`src/rtl/wb_bayer_stat_if.sv`:
```
// wb_bayer_stat_if
// Purpose : groups the video stream, pattern select, colour flags and frame
//           statistics of wb_bayer_stat into one bundle.
// Ports   : iv_pattern, i_fval, i_lval, iv_pix_data  -> into the block
//           o_fval, o_lval, ov_pix_data              <- stream delayed 1 clock
//           ov_r/g/b_flag                            <- per-lane colour tags
//           ov_r/g/b_sum, o_sum_valid, o_sum_ovf     <- per-frame statistics
// The parameters must match those of the wb_bayer_stat instance it connects.
interface wb_bayer_stat_if #(
  parameter int SENSOR_DAT_WIDTH = 10,
  parameter int PIX_PER_CLK      = 2,
  parameter int SUM_WIDTH        = 32
);
  logic [1:0]                              iv_pattern;
  logic                                    i_fval;
  logic                                    i_lval;
  logic [PIX_PER_CLK*SENSOR_DAT_WIDTH-1:0] iv_pix_data;
  logic                                    o_fval;
  logic                                    o_lval;
  logic [PIX_PER_CLK*SENSOR_DAT_WIDTH-1:0] ov_pix_data;
  logic [PIX_PER_CLK-1:0]                  ov_r_flag;
  logic [PIX_PER_CLK-1:0]                  ov_g_flag;
  logic [PIX_PER_CLK-1:0]                  ov_b_flag;
  logic [SUM_WIDTH-1:0]                    ov_r_sum;
  logic [SUM_WIDTH-1:0]                    ov_g_sum;
  logic [SUM_WIDTH-1:0]                    ov_b_sum;
  logic                                    o_sum_valid;
  logic                                    o_sum_ovf;

  // Block side: consumes the raw stream, produces tags and statistics.
  modport slave (
    input  iv_pattern, i_fval, i_lval, iv_pix_data,
    output o_fval, o_lval, ov_pix_data, ov_r_flag, ov_g_flag, ov_b_flag,
    output ov_r_sum, ov_g_sum, ov_b_sum, o_sum_valid, o_sum_ovf
  );

  // Source/controller side.
  modport master (
    output iv_pattern, i_fval, i_lval, iv_pix_data,
    input  o_fval, o_lval, ov_pix_data, ov_r_flag, ov_g_flag, ov_b_flag,
    input  ov_r_sum, ov_g_sum, ov_b_sum, o_sum_valid, o_sum_ovf
  );
endinterface

```
`src/rtl/wb_bayer_stat.sv`:
```
// wb_bayer_stat
// Purpose : tags each pixel lane as R, G or B from a Bayer pattern latched at
//           frame start, forwards the stream one clock later, and accumulates
//           saturating per-channel sums that are reported once per frame.
// Ports   : clk      - pixel clock
//           reset_n  - asynchronous active-low reset
//           bus      - wb_bayer_stat_if.slave (stream in/out, flags, sums)
// Lane k of a pixel word sits at bits [k*SENSOR_DAT_WIDTH +: SENSOR_DAT_WIDTH];
// lane 0 is the leftmost pixel on the line.
module wb_bayer_stat #(
  parameter int SENSOR_DAT_WIDTH = 10,
  parameter int PIX_PER_CLK      = 2,
  parameter int SUM_WIDTH        = 32
) (
  input  logic           clk,
  input  logic           reset_n,
  wb_bayer_stat_if.slave bus
);
  localparam int PW = PIX_PER_CLK * SENSOR_DAT_WIDTH;
  localparam int AW = SUM_WIDTH + 3;

  typedef enum logic [1:0] {
    PAT_GR = 2'd0,
    PAT_RG = 2'd1,
    PAT_GB = 2'd2,
    PAT_BG = 2'd3
  } pattern_e;

  pattern_e                          pattern_q, pattern_d;
  logic [1:0]                        patBits;
  logic                              fvalDly_q, fvalDly2_q, lvalDly_q;
  logic [PW-1:0]                     pixDly_q;
  logic                              seenLow_q, seenLow_d;
  logic                              armed_q, armed_d;
  logic                              lineParity_q, lineParity_d;
  logic                              colParity_q, colParity_d;
  logic [PIX_PER_CLK-1:0]            laneCol;
  logic                              rise, trigger, accEn, isGreen;
  logic [2:0][PIX_PER_CLK-1:0]       flag_q, flag_d;
  logic [2:0][SUM_WIDTH-1:0]         work_q, work_d;
  logic                              ovfWork_q, ovfWork_d;
  logic [2:0][SUM_WIDTH-1:0]         sum_q;
  logic                              sumOvf_q, sumValid_q;
  logic [AW-1:0]                     acc;

  // Frame-start, report and accumulate qualifiers. A frame only counts as
  // started once i_fval has been seen low, so a reset released in the middle
  // of a frame cannot mistake the ongoing frame for a fresh rising edge.
  always_comb begin
    rise      = bus.i_fval && !fvalDly_q && seenLow_q;
    trigger   = !fvalDly_q && fvalDly2_q && armed_q;
    accEn     = fvalDly_q && lvalDly_q && armed_q;
    seenLow_d = seenLow_q || !bus.i_fval;
    armed_d   = rise ? 1'b1 : (trigger ? 1'b0 : armed_q);
    pattern_d = rise ? pattern_e'(bus.iv_pattern) : pattern_q;
  end

  // Line parity restarts with every frame and advances at each line end;
  // the single-lane column toggle restarts with every line.
  always_comb begin
    lineParity_d = lineParity_q;
    if (!bus.i_fval) begin
      lineParity_d = 1'b0;
    end else if (!bus.i_lval && lvalDly_q) begin
      lineParity_d = !lineParity_q;
    end
    colParity_d = bus.i_lval ? !colParity_q : 1'b0;
  end

  // Colour decode. On the frame's first cycle the pattern register has not
  // been loaded yet, so the incoming pattern is used directly. Green sits
  // where line^column matches bit 0 of the pattern code; the non-green site
  // is red on the line selected by bit 1 and blue on the other line.
  always_comb begin
    patBits = rise ? bus.iv_pattern : pattern_q;
    flag_d  = '0;
    laneCol = '0;
    isGreen = 1'b0;
    for (int k = 0; k < PIX_PER_CLK; k++) begin
      laneCol[k] = (PIX_PER_CLK == 1) ? colParity_q : 1'(k % 2);
      isGreen    = ((lineParity_q ^ laneCol[k]) == patBits[0]);
      if (bus.i_fval && bus.i_lval) begin
        flag_d[0][k] = !isGreen && (lineParity_q == patBits[1]);
        flag_d[1][k] = isGreen;
        flag_d[2][k] = !isGreen && (lineParity_q != patBits[1]);
      end
    end
  end

  // Saturating accumulation of the delayed stream into the channel picked by
  // each lane's flag. Any set bit above SUM_WIDTH means the sum overflowed;
  // the sum then pins at all-ones, which keeps it clamped for the rest of the
  // frame. The frame-start clear wins over everything else.
  always_comb begin
    work_d    = work_q;
    ovfWork_d = ovfWork_q;
    acc       = '0;
    for (int c = 0; c < 3; c++) begin
      acc = {3'b000, work_q[c]};
      for (int k = 0; k < PIX_PER_CLK; k++) begin
        if (accEn && flag_q[c][k]) begin
          acc = acc + AW'(pixDly_q[k*SENSOR_DAT_WIDTH +: SENSOR_DAT_WIDTH]);
        end
      end
      if (acc[AW-1:SUM_WIDTH] != '0) begin
        work_d[c] = '1;
        ovfWork_d = 1'b1;
      end else begin
        work_d[c] = acc[SUM_WIDTH-1:0];
      end
    end
    if (rise) begin
      work_d    = '0;
      ovfWork_d = 1'b0;
    end
  end

  // All state. The report copies the working sums as they stand in the
  // trigger cycle, so a frame-start clear on the same edge cannot corrupt it.
  always_ff @(posedge clk or negedge reset_n) begin
    if (!reset_n) begin
      pattern_q    <= PAT_GR;
      fvalDly_q    <= 1'b0;
      fvalDly2_q   <= 1'b0;
      lvalDly_q    <= 1'b0;
      pixDly_q     <= '0;
      seenLow_q    <= 1'b0;
      armed_q      <= 1'b0;
      lineParity_q <= 1'b0;
      colParity_q  <= 1'b0;
      flag_q       <= '0;
      work_q       <= '0;
      ovfWork_q    <= 1'b0;
      sum_q        <= '0;
      sumOvf_q     <= 1'b0;
      sumValid_q   <= 1'b0;
    end else begin
      pattern_q    <= pattern_d;
      fvalDly_q    <= bus.i_fval;
      fvalDly2_q   <= fvalDly_q;
      lvalDly_q    <= bus.i_lval;
      pixDly_q     <= bus.iv_pix_data;
      seenLow_q    <= seenLow_d;
      armed_q      <= armed_d;
      lineParity_q <= lineParity_d;
      colParity_q  <= colParity_d;
      flag_q       <= flag_d;
      work_q       <= work_d;
      ovfWork_q    <= ovfWork_d;
      sumValid_q   <= trigger;
      if (trigger) begin
        sum_q    <= work_q;
        sumOvf_q <= ovfWork_q;
      end
    end
  end

  assign bus.o_fval      = fvalDly_q;
  assign bus.o_lval      = lvalDly_q;
  assign bus.ov_pix_data = pixDly_q;
  assign bus.ov_r_flag   = flag_q[0];
  assign bus.ov_g_flag   = flag_q[1];
  assign bus.ov_b_flag   = flag_q[2];
  assign bus.ov_r_sum    = sum_q[0];
  assign bus.ov_g_sum    = sum_q[1];
  assign bus.ov_b_sum    = sum_q[2];
  assign bus.o_sum_valid = sumValid_q;
  assign bus.o_sum_ovf   = sumOvf_q;
endmodule

```
`src/flat_wrapper.sv`:
```
// flat-port wrapper written by rule: the top's interface ports become plain ports
module wb_bayer_stat_flat 
#(
  parameter int SENSOR_DAT_WIDTH = 10,
  parameter int PIX_PER_CLK      = 2,
  parameter int SUM_WIDTH        = 32
)
  (clk, reset_n, bus_iv_pattern, bus_i_fval, bus_i_lval, bus_iv_pix_data, bus_o_fval, bus_o_lval, bus_ov_pix_data, bus_ov_r_flag, bus_ov_g_flag, bus_ov_b_flag, bus_ov_r_sum, bus_ov_g_sum, bus_ov_b_sum, bus_o_sum_valid, bus_o_sum_ovf);
  wb_bayer_stat_if #(.SENSOR_DAT_WIDTH(SENSOR_DAT_WIDTH), .PIX_PER_CLK(PIX_PER_CLK), .SUM_WIDTH(SUM_WIDTH)) bus_i ();
  input  logic clk;
  input  logic reset_n;
  input wire logic [$bits(bus_i.iv_pattern)-1:0] bus_iv_pattern;
  input wire logic [$bits(bus_i.i_fval)-1:0] bus_i_fval;
  input wire logic [$bits(bus_i.i_lval)-1:0] bus_i_lval;
  input wire logic [$bits(bus_i.iv_pix_data)-1:0] bus_iv_pix_data;
  output wire logic [$bits(bus_i.o_fval)-1:0] bus_o_fval;
  output wire logic [$bits(bus_i.o_lval)-1:0] bus_o_lval;
  output wire logic [$bits(bus_i.ov_pix_data)-1:0] bus_ov_pix_data;
  output wire logic [$bits(bus_i.ov_r_flag)-1:0] bus_ov_r_flag;
  output wire logic [$bits(bus_i.ov_g_flag)-1:0] bus_ov_g_flag;
  output wire logic [$bits(bus_i.ov_b_flag)-1:0] bus_ov_b_flag;
  output wire logic [$bits(bus_i.ov_r_sum)-1:0] bus_ov_r_sum;
  output wire logic [$bits(bus_i.ov_g_sum)-1:0] bus_ov_g_sum;
  output wire logic [$bits(bus_i.ov_b_sum)-1:0] bus_ov_b_sum;
  output wire logic [$bits(bus_i.o_sum_valid)-1:0] bus_o_sum_valid;
  output wire logic [$bits(bus_i.o_sum_ovf)-1:0] bus_o_sum_ovf;
  assign bus_i.iv_pattern = bus_iv_pattern;
  assign bus_i.i_fval = bus_i_fval;
  assign bus_i.i_lval = bus_i_lval;
  assign bus_i.iv_pix_data = bus_iv_pix_data;
  assign bus_o_fval = bus_i.o_fval;
  assign bus_o_lval = bus_i.o_lval;
  assign bus_ov_pix_data = bus_i.ov_pix_data;
  assign bus_ov_r_flag = bus_i.ov_r_flag;
  assign bus_ov_g_flag = bus_i.ov_g_flag;
  assign bus_ov_b_flag = bus_i.ov_b_flag;
  assign bus_ov_r_sum = bus_i.ov_r_sum;
  assign bus_ov_g_sum = bus_i.ov_g_sum;
  assign bus_ov_b_sum = bus_i.ov_b_sum;
  assign bus_o_sum_valid = bus_i.o_sum_valid;
  assign bus_o_sum_ovf = bus_i.o_sum_ovf;
  wb_bayer_stat #(.SENSOR_DAT_WIDTH(SENSOR_DAT_WIDTH), .PIX_PER_CLK(PIX_PER_CLK), .SUM_WIDTH(SUM_WIDTH)) u_core (.clk(clk), .reset_n(reset_n), .bus(bus_i));
endmodule
```
`config.mk`:
```
export PLATFORM = sky130hd
export DESIGN_NAME = wb_bayer_stat_flat
export DESIGN_NICKNAME = d
export VERILOG_FILES = /design/src/rtl/wb_bayer_stat_if.sv /design/src/rtl/wb_bayer_stat.sv /design/src/flat_wrapper.sv
export SDC_FILE = /design/constraint.sdc
export NUM_CORES = 1
export LEC_CHECK = 0
export CAP_MARGIN = 30
export CORE_ASPECT_RATIO = 0.5
export CORE_MARGIN = 2
export CORE_UTILIZATION = 25
export DETAILED_ROUTE_END_ITERATION = 7
export DONT_BUFFER_PORTS = 1
export HOLD_SLACK_MARGIN = 0.02
export PLACE_DENSITY_LB_ADDON = 0.12
export SYNTH_ARGS = -nofsm -noshare
export SYNTH_HDL_FRONTEND = slang
export SYNTH_SLANG_ARGS = --single-unit
```
`constraint.sdc`:
```
create_clock -name clk -period 7.1 [get_ports clk]
set_clock_uncertainty 0.15 [all_clocks]
set_input_delay 0.71 -clock clk [delete_from_list [all_inputs] [get_ports clk]]
set_output_delay 0.71 -clock clk [all_outputs]
set_load 0.01 [all_outputs]
```
==> impl_metrics.py <==
metrics = {
    "outcome": {
        "status": "completed",
    },
    "global_routing": {
        "grt_max_degree": 230,
        "overflow": 0,
        "first_global_vias": 11682,
        "track_usage_pct": 16.0,
        "antenna_found_initial": 0,
        "grt_first_pass_wirelength_mm": 73.1,
    },
    "timing": {
        "finalHoldViolCount": 0,
        "min_period_ps": 5730,
        "finalSetupViolCount": 0,
        "fmax_mhz": 175,
        "tightest_slew_ps": 1250,
        "finalSetupTns_ps": 0,
        "rsz0062_at_grt": "no",
        "whs_ps": 117,
        "period_share_pct": 80.7,
        "relSlewSlack_pct": 17.0,
        "slew_violations": 0,
        "worst_slack_ps": 1370,
    },
    "finish": {
        "mostFrequentLayoutCell": "nand2_1",
        "fin_cells": 2393,
        "diodes": 0,
        "utilization_pct": 28.9,
        "syn_to_final_growth_pct": 14.1,
        "multi_input_area_um2": 7960,
        "drive_gt1_share_pct": 5.74,
        "regArea_um2": 5730,
        "layout_common_cells": "380 x nand2_1, 229 x dfrtp_1, 138 x a21oi_1, 90 x xnor2_1, 77 x nor2_1",
        "filler_cell_count": 5986,
        "nets": 1709,
        "final_area_um2": 16100,
    },
    "floorplanning": {
        "core_um2": 55600,
        "start_util_pct": 25.3,
        "chipHeight_um": 172,
        "io_pins": 152,
        "fp.dieW_um": 340,
        "fp-row-count": 61,
        "die_area_um2": 58300,
    },
    "worst_setup_path": {
        "cp_top_family": "compound AO/OA/AOI/OAI gates",
        "cp_max_fo": 7,
        "cp_slowest_cell": "or4_1",
        "path_class": "reg2reg",
        "cp.required_ps": 7360,
        "startpoint": "u_core.bus.ov_pix_data[3]",
        "cp-end-kind": "register",
        "crit_chain": "ha_1 -> and2_1 -> a221oi_1 -> nand2_1 -> xnor2_1 -> o21ai_0 -> ha_1 -> o21ai_0 -> nor2_1 -> o22ai_1 -> o311ai_0 -> a2bb2oi_1 -> nand3_1 -> or4_1 -> or4_1 -> xnor2_1 -> a21oi_1",
        "slowest_delay_ps": 690,
        "timing.rr.start": "u_core.bus.ov_pix_data[3]",
        "start_kind": "register",
        "crit_buf_inv": 0,
        "cp.arrival_ps": 5990,
    },
    "placed_design": {
        "placed_area_um2": 14900,
        "dpl.cell_count": 2322,
        "dp_slack_ps": 1430,
        "place.detailed.hpwl_mm": 32.8,
        "port_buffers": 0,
        "gp_congestion": 0.808,
    },
    "clock_tree": {
        "post_cts_buffers": 0,
        "clock_latency_ps": 580,
        "cts_buffers": 26,
        "h-tree-depth": 1,
        "root_buffer": "clkbuf_16",
        "cts_resized": 0,
        "cts.path.max_buffers": 3,
        "cts_tree": "yes",
        "cts_hold_buf": 23,
        "path_clk_slew_ps": 70,
        "cts.sinks": 229,
    },
    "pwr": {
        "comb_power_share_pct": 11.0,
        "p_seq_share_pct": 43.0,
        "swShare_pct": 28.5,
        "switching_power_mw": 0.944,
        "intPower_mw": 2.37,
        "p_leak_nw": 7.07,
        "vdd_drop_max_mv": 0.158,
        "clkPwrFrac_pct": 46.0,
        "power_mw": 3.32,
        "power.density_nw_per_um2": 206,
    },
    "job": {
        "max_cap_viol_count": 0,
    },
    "synthesis": {
        "synth.yosys.seq_area_share_pct": 40.7,
        "ys_ff_latch": 229,
        "yosys.area.top_type_share_pct": 40.7,
        "syn_nets": 1717,
        "yosysUniqueCellTypes": 83,
        "synth_top_area_cell": "dfrtp_1",
        "ys_async_sr_fraction_pct": 100,
        "ys_top_cells_by_area": "dfrtp_1 41%, nand2_1 10%, xnor2_1 5.6%, ha_1 5.3%, a21oi_1 4.9%",
        "syn_inst": 1625,
        "yosysWarnings": 0,
        "netlist_area_um2": 14100,
        "synth_edf_count": 0,
        "synthFlopType": "dfrtp_1",
        "avgSynthCellArea_um2": 8.66,
    },
    "drt": {
        "drtIter0Drc": 614,
        "ant_nets": 0,
        "via_per_inst": 4.79,
        "wl_per_cell_um": 19.3,
        "drt-total-wl_mm": 46.1,
        "dr.pass1.iters": 5,
        "route.detailed.drc": 0,
        "vias": 11451,
    },
    "worst_hold_path": {
        "min-delay-path-class": "in2async",
    },
}
## worst reg2reg max path, stage by stage (launching register included)
cell,delay (ps)
dfrtp_1,530
ha_1,430
and2_1,170
a221oi_1,570
nand2_1,180
xnor2_1,160
o21ai_0,290
ha_1,300
o21ai_0,140
nor2_1,120
o22ai_1,130
o311ai_0,470
a2bb2oi_1,350
nand3_1,200
or4_1,690
or4_1,480
xnor2_1,150
a21oi_1,80
## routing by layer
layer | up-vias | track usage, % | part of all wire (%)
met5 | - | 0 | 0
met4 | 0 | 3.00 | 1.7
met3 | 48 | 2.50 | 2.8
met2 | 131 | 27.4 | 48
met1 | 5589 | 21.5 | 48
li1 | 5683 | - | -
## sequential cells by signal (all words and copies together), names as in the netlist, 2 cells and up
name / cells
u_core.pattern_q: 2
u_core.bus.ov_pix_data: 20
u_core.bus.ov_r_sum: 32
u_core.bus.ov_b_sum: 32
u_core.bus.ov_g_flag: 2
u_core.bus.ov_r_flag: 2
u_core.bus.ov_g_sum: 32
u_core.bus.ov_b_flag: 2
u_core.work_q: 96
## cell type report
class | count | area share (%)
inverters | 31 | 0.732
repair buffers | 35 | 2.18
well taps | 756 | 5.89
clock buffers | 32 | 4.57
multi-input cells | 1294 | 49.6
flip-flops and latches | 229 | 35.7
clock inverters | 16 | 1.36
## power by group through the flow
stage               Combinational (mW)  Sequential [mW]  Clock [mW]
finish                           0.364             1.43        1.53
global route                     0.417             1.43        1.64
CTS                              0.371             1.43        1.59
detailed placement               0.327             1.46           0
global placement                 0.330             1.46           0
floorplan                        0.258             1.41           0
## worst paths after layout
kind / cells past startpoint / slack [ps] / endpoint
hold / removal: 1 / 120 / u_core.work_q[60]
setup / recovery: 17 / 1370 / u_core.work_q[89]
min in group clk: 1 / 120 / u_core.lineParity_q
setup reg to reg: 17 / 1370 / u_core.work_q[89]
max in group asynchronous: 1 / 5740 / u_core.bus.ov_b_sum[23]
hold reg to reg: 1 / 340 / u_core.seenLow_q
## cells by family (layout without fill, tap and decap cells)
| group | Yosys count | count (layout) | share of synthesized area (%) |
|---|---|---|---|
| AO/OA/AOI/OAI | 358 | 358 | 16.3 |
| XOR/XNOR | 153 | 153 | 9.52 |
| adder cells (fa/ha/maj) | 66 | 66 | 6.19 |
| buffers and inverters | 102 | 114 | 2.92 |
| flip-flops | 229 | 229 | 40.7 |
| multiplexers | 17 | 17 | 1.23 |
| AND/OR/NAND/NOR | 700 | 700 | 23.2 |
## cell usage after synthesis (6+ instances only)
cell      number
nand2_1      380
dfrtp_1      229
a21oi_1      139
xnor2_1       90
nor2_1        78
xor2_1        63
o21ai_0       61
ha_1          60
clkbuf_1      51
nand3_1       44
nor3_1        35
inv_1         31
and3_1        22
a21o_1        20
a211oi_1      19
nand2b_1      19
nand4_1       16
nor4_1        16
mux2i_1       15
or3_1         15
and2_1        13
buf_2         13
a21oi_2       12
nor2b_1       12
o21a_1        11
nand3b_1       9
or4_1          9
a211o_1        7
a31oi_1        7
nor3b_1        7
o211ai_1       7
o22ai_1        7
fa_1           6
o21bai_1       6
(Power assumes the default switching activity.)
